===== config.mk =====
export PLATFORM = sky130hd
export DESIGN_NAME = fetch_sequencer
export DESIGN_NICKNAME = d
export VERILOG_FILES = /design/src/rtl/fetch_sequencer.sv
export SDC_FILE = /design/constraint.sdc
export NUM_CORES = 1
export LEC_CHECK = 0
export ABC_AREA = 0
export CAP_MARGIN = 40
export CORE_ASPECT_RATIO = 0.75
export CORE_MARGIN = 1
export CORE_UTILIZATION = 50
export DETAILED_ROUTE_END_ITERATION = 8
export PLACE_DENSITY = 0.85
export SYNTH_ARGS = -nofsm -noshare
export SYNTH_HDL_FRONTEND = slang
export SYNTH_SLANG_ARGS = --single-unit

===== constraint.sdc =====
create_clock -name clk_i -period 3.88 [get_ports clk_i]
set_clock_uncertainty 0.05 [all_clocks]
set_input_delay 0.388 -clock clk_i [delete_from_list [all_inputs] [get_ports clk_i]]
set_output_delay 0.388 -clock clk_i [all_outputs]
set_load 0.02 [all_outputs]

===== src/rtl/fetch_sequencer.sv =====
// Program-counter sequencer: walks the instruction ROM from a start pulse until the halt word
// or the last address, honouring stalls and taken branches, and counts the cycles spent running.
module fetch_sequencer #(
   parameter int                  PC_W       = 8,
   parameter int                  INSTR_W    = 9,
   parameter logic [INSTR_W-1:0]  HALT_WORD  = 9'h1FF,
   parameter logic [PC_W-1:0]     START_ADDR = '0,
   parameter int                  CNT_W      = 16
) (
   input  logic               clk_i,
   input  logic               reset_i,
   input  logic               start_i,
   input  logic [INSTR_W-1:0] instr_i,
   input  logic               stall_i,
   input  logic               branch_taken_i,
   input  logic [PC_W-1:0]    branch_target_i,
   output logic [PC_W-1:0]    pc_o,
   output logic               instr_valid_o,
   output logic               running_o,
   output logic               done_o,
   output logic               fault_o,
   output logic [CNT_W-1:0]   cycle_count_o
);

   typedef enum logic [1:0] {
      IDLE   = 2'd0,
      RUN    = 2'd1,
      HALTED = 2'd2
   } state_t;

   state_t            state_q, state_d;
   logic [PC_W-1:0]   pc_q, pc_d;
   logic [CNT_W-1:0]  cycleCnt_q, cycleCnt_d;
   logic              fault_q, fault_d;

   logic isHalt;
   logic pcAtLast;
   logic cntAtMax;

   assign isHalt   = (instr_i == HALT_WORD);
   assign pcAtLast = (pc_q == {PC_W{1'b1}});
   assign cntAtMax = (cycleCnt_q == {CNT_W{1'b1}});

   always_ff @(posedge clk_i) begin
      if (reset_i) begin
         state_q    <= IDLE;
         pc_q       <= '0;
         cycleCnt_q <= '0;
         fault_q    <= 1'b0;
      end else begin
         state_q    <= state_d;
         pc_q       <= pc_d;
         cycleCnt_q <= cycleCnt_d;
         fault_q    <= fault_d;
      end
   end

   // In RUN the branches below are a strict priority chain: stall, halt word, branch, overflow, step.
   always_comb begin
      state_d    = state_q;
      pc_d       = pc_q;
      cycleCnt_d = cycleCnt_q;
      fault_d    = fault_q;
      case (state_q)
         IDLE, HALTED: begin
            if (start_i) begin
               state_d    = RUN;
               pc_d       = START_ADDR;
               cycleCnt_d = '0;
               fault_d    = 1'b0;
            end
         end
         RUN: begin
            if (!cntAtMax) begin
               cycleCnt_d = cycleCnt_q + CNT_W'(1);
            end
            if (stall_i) begin
               pc_d = pc_q;
            end else if (isHalt) begin
               state_d = HALTED;
            end else if (branch_taken_i) begin
               pc_d = branch_target_i;
            end else if (pcAtLast) begin
               state_d = HALTED;
               fault_d = 1'b1;
            end else begin
               pc_d = pc_q + PC_W'(1);
            end
         end
         default: begin
            state_d = IDLE;
         end
      endcase
   end

   assign pc_o          = pc_q;
   assign running_o     = (state_q == RUN);
   assign done_o        = (state_q == HALTED);
   assign fault_o       = fault_q;
   assign cycle_count_o = cycleCnt_q;
   assign instr_valid_o = running_o & ~stall_i & ~isHalt;

endmodule


==> impl_metrics.env <==
export IMPL_cts_setup_buffers=0
export IMPL_dp_hpwl_mm=2.807
export IMPL_leakagePower_nw=0.7402
export IMPL_grt_busiest_layer="met2"
export IMPL_gp_congestion=0.8982
export IMPL_setup_ws_post_layout_ns=1.405
export IMPL_finalHoldViolCount=0
export IMPL_post_cts_resize_count=0
export IMPL_async_flop_share_pct=0
export IMPL_core_rowCount=17
export IMPL_io_pins=50
export IMPL_reg2regPathDepth=6
export IMPL_htree_num_levels=1
export IMPL_synth_cell_type_count=45
export IMPL_slew_viol_final=0
export IMPL_min_period_ns=2.475
export IMPL_critPathSlowestCell="sky130_fd_sc_hd__clkdlybuf4s50_1"
export IMPL_timing_worst_slew_pin_value_ns=0.5745
export IMPL_cts_made_buffers=3
export IMPL_cp_start_kind="primary input"
export IMPL_r2r_start="state_q[0]$_SDFFE_PP0P_"
export IMPL_slew_headroom_pct=61.70
export IMPL_port_buffers=49
export IMPL_latest_clock_arrival_within_the_worst_skew_pair_ns=0.27
export IMPL_detail_route_drc_violations=0
export IMPL_crit_type="in -> out"
export IMPL_grt_pass1_wl_mm=6.030
export IMPL_synth_yosys_seq_area_share_pct=34.34
export IMPL_cpLargestDelayFamily="buffers and inverters"
export IMPL_gr_usage_met1_pct=33.20
export IMPL_grt_start_max_net_pins=20
export IMPL_report_final_setup_viol=0
export IMPL_gr_total_overflow=0
export IMPL_r2r_slack_ns=1.54
export IMPL_synth_cells=191
export IMPL_grt_setup_unrepaired="false"
export IMPL_fin_nets=262
export IMPL_timing_critical_path_arrival_ns=2.04
export IMPL_cts_tree="yes"
export IMPL_antenna_found_initial=0
export IMPL_finalSetupTns_ns=0
export IMPL_min_delay_path_class="reg -> reg"
export IMPL_end_kind="primary output"
export IMPL_area_growth_synth_to_final_pct=35.45
export IMPL_clkSinkCount=27
export IMPL_drt_wirelength_per_cell_um=13.97
export IMPL_drt_wl_total_mm=3.842
export IMPL_count_of_buffer_and_inverter_cells_on_the_critical_path=2
export IMPL_initial_core_util_pct=52.86
export IMPL_clock_root_buffer="sky130_fd_sc_hd__clkbuf_8"
export IMPL_worstPathCellList="clkdlybuf4s50_1, or3b_4, a31oi_4, clkdlybuf4s50_1"
export IMPL_initialDrtViolationCount=99
export IMPL_most_frequent_cell_on_the_critical_path="sky130_fd_sc_hd__clkdlybuf4s50_1"
export IMPL_synth_top_flop_cell="sky130_fd_sc_hd__dfxtp_1"
export IMPL_gr_usage_met3_pct=5.909
export IMPL_antennaDiodeCount=0
export IMPL_dieWidth_um=66.79
export IMPL_vias_in_the_first_global_route=1315
export IMPL_synth_nets=215
export IMPL_r2r_end="cycle_count_o[9]$_SDFFE_PP0P_"
export IMPL_fp_coreArea_mm2=0.002978
export IMPL_timing_critical_path_fanout_max=3
export IMPL_detailedPlace_worstSlack_ns=1.398
export IMPL_crit_required_ns=3.44
export IMPL_cts_path_max_buffers=2
export IMPL_clkSlewWorstSetupHoldPaths_ns=0.09
export IMPL_dr_total_vias=1604
export IMPL_drv_max_cap_violation_count=0
export IMPL_final_antenna_net_count=0
export IMPL_synth_ff_latch_count=27
export IMPL_grt_util_met2_pct=35.19
export IMPL_power_per_cell_area_mw_per_mm2=264.2
export IMPL_layout_drive_gt1_share_pct=5.063
export IMPL_run_status="complete, no violations"
export IMPL_min_delay_worst_endpoint="cycle_count_o[10]$_SDFFE_PP0P_"
export IMPL_synthesis_area_per_instance_um2=8.241
export IMPL_min_delay_src="cycle_count_o[10]$_SDFFE_PP0P_"
export IMPL_die_area_mm2=0.003379
export IMPL_ir_worst_vdd_v=0.0002206
export IMPL_mappedNetlistArea_mm2=0.001574
export IMPL_max_clock_freq_ghz=0.4040
export IMPL_hold_path_depth=1
export IMPL_yosys_warnings=0
export IMPL_dieHeight_um=50.59
export IMPL_ctsHoldBuffers=0
export IMPL_synth_edf_count=0
export IMPL_global_route_usage_total_pct=23.31
export IMPL_avgViaCountPerCell=5.833
export IMPL_period_share_pct=63.79
export IMPL_drt_pass1_iter_count=4
export IMPL_finalCoreUtilization_pct=71.60
export IMPL_worst_path_largest_cell_delay_ns=0.65
==> cells in the mapped netlist, types with 2 or more instances <==
cell	n	area share (%)
sky130_fd_sc_hd__or3_1	6	2.4
sky130_fd_sc_hd__dfxtp_1	27	34
sky130_fd_sc_hd__clkbuf_1	6	1.4
sky130_fd_sc_hd__a41oi_1	2	1.1
sky130_fd_sc_hd__nand3b_1	6	2.9
sky130_fd_sc_hd__nand3_1	9	2.9
sky130_fd_sc_hd__o21ai_0	14	4.5
sky130_fd_sc_hd__o31ai_1	5	2.4
sky130_fd_sc_hd__xnor2_1	4	2.2
sky130_fd_sc_hd__nand2b_1	5	2.0
sky130_fd_sc_hd__o41ai_1	2	1.1
sky130_fd_sc_hd__and4_1	4	2.2
sky130_fd_sc_hd__a22o_1	2	1.1
sky130_fd_sc_hd__inv_1	2	0.48
sky130_fd_sc_hd__o211ai_1	2	0.95
sky130_fd_sc_hd__nand4_1	6	2.4
sky130_fd_sc_hd__a21oi_1	17	5.4
sky130_fd_sc_hd__and2_1	3	1.2
sky130_fd_sc_hd__nor2_1	15	3.6
sky130_fd_sc_hd__xor2_1	3	1.7
sky130_fd_sc_hd__ha_1	2	1.6
sky130_fd_sc_hd__a311oi_1	2	1.1
sky130_fd_sc_hd__and2b_1	2	0.95
sky130_fd_sc_hd__nor2b_1	3	1.2
sky130_fd_sc_hd__nor3_1	2	0.64
sky130_fd_sc_hd__and3_1	7	2.8
sky130_fd_sc_hd__mux2i_1	2	1.3
sky130_fd_sc_hd__nand2_1	14	3.3
==> registers in the layout (all words and copies together), names as in the netlist <==
signal         count
cycle_count_o     16
fault_o            1
pc_o               8
state_q            2
==> through the flow <==
stage	std cells	cell area (um^2)	power, mW	hold WS (ns)
final	275	2132	0.5632	0.4491
after global routing	275	2132	0.5883	0.4804
after CTS	275	2132	0.5688	0.4492
after detailed placement	271	2087	0.4073	0.4199
after global placement	271	2087	0.4055	0.4248
after floorplan	191	1574	0.3606	0.5045
==> layer usage <==
metal	wire length [um]	vias to the layer above	share of wire [%]
li1	-	807	-
met3	249	5	6.5
met4	26	0	0.68
met1	1908	737	50
met5	0	-	0
met2	1657	55	43
==> final cells by class <==
type,count,area [um^2]
Sequential cell,27,540.5
Multi-Input combinational cell,153,989.7
Tap cell,38,47.55
Clock buffer,4,45.04
Fill cell,255,845.8
Inverter,3,11.26
Timing Repair Buffer,50,498.0
==> report_power, final <==
group          switching (mW)  total (mW)  internal (mW)
combinational          0.0566       0.111         0.0544
sequential            0.00796       0.291          0.283
clock                  0.0879       0.162         0.0737
total                   0.152       0.563          0.411
==> cell families (layout without fill, tap and decap cells) <==
family,Yosys count,count (layout),share of synthesized area (%)
AO/OA/AOI/OAI,54,54,24.33
AND/OR/NAND/NOR,87,87,31.08
buffers and inverters,11,57,2.781
XOR/XNOR,7,7,3.895
flip-flops,27,27,34.34
adder cells (fa/ha/maj),2,2,1.590
multiplexers,3,3,1.987
==> worst max path at each step <==
stage,from,end,slack (ns),cells after the start
after floorplan,cycle_count_o[0]$_SDFFE_PP0P_,cycle_count_o[8]$_SDFFE_PP0P_,2.03,7
after global placement,stall_i,instr_valid_o,1.41,4
after detailed placement,stall_i,instr_valid_o,1.40,4
after CTS,stall_i,instr_valid_o,1.39,4
after global routing,stall_i,instr_valid_o,1.32,4
final,stall_i,instr_valid_o,1.40,4
==> worst register-to-register path, cell delays in order, from the launching register on <==
cell                       delay (ns)
sky130_fd_sc_hd__dfxtp_1         0.38
sky130_fd_sc_hd__or2b_1          0.43
sky130_fd_sc_hd__inv_2           0.22
sky130_fd_sc_hd__nand2b_1        0.34
sky130_fd_sc_hd__a21oi_1         0.53
sky130_fd_sc_hd__nand4_1         0.14
sky130_fd_sc_hd__o21ai_0         0.17
==> cell usage in the layout, fill, tap and decap left out, drive strengths merged, types with 7 or more instances in the layout <==
cell,instances
clkdlybuf4s50,49
o21ai,15
dfxtp,27
nand3,9
nand2,14
nor2,15
and3,7
a21oi,17
No activity file was read; power rests on OpenSTA's default activity.
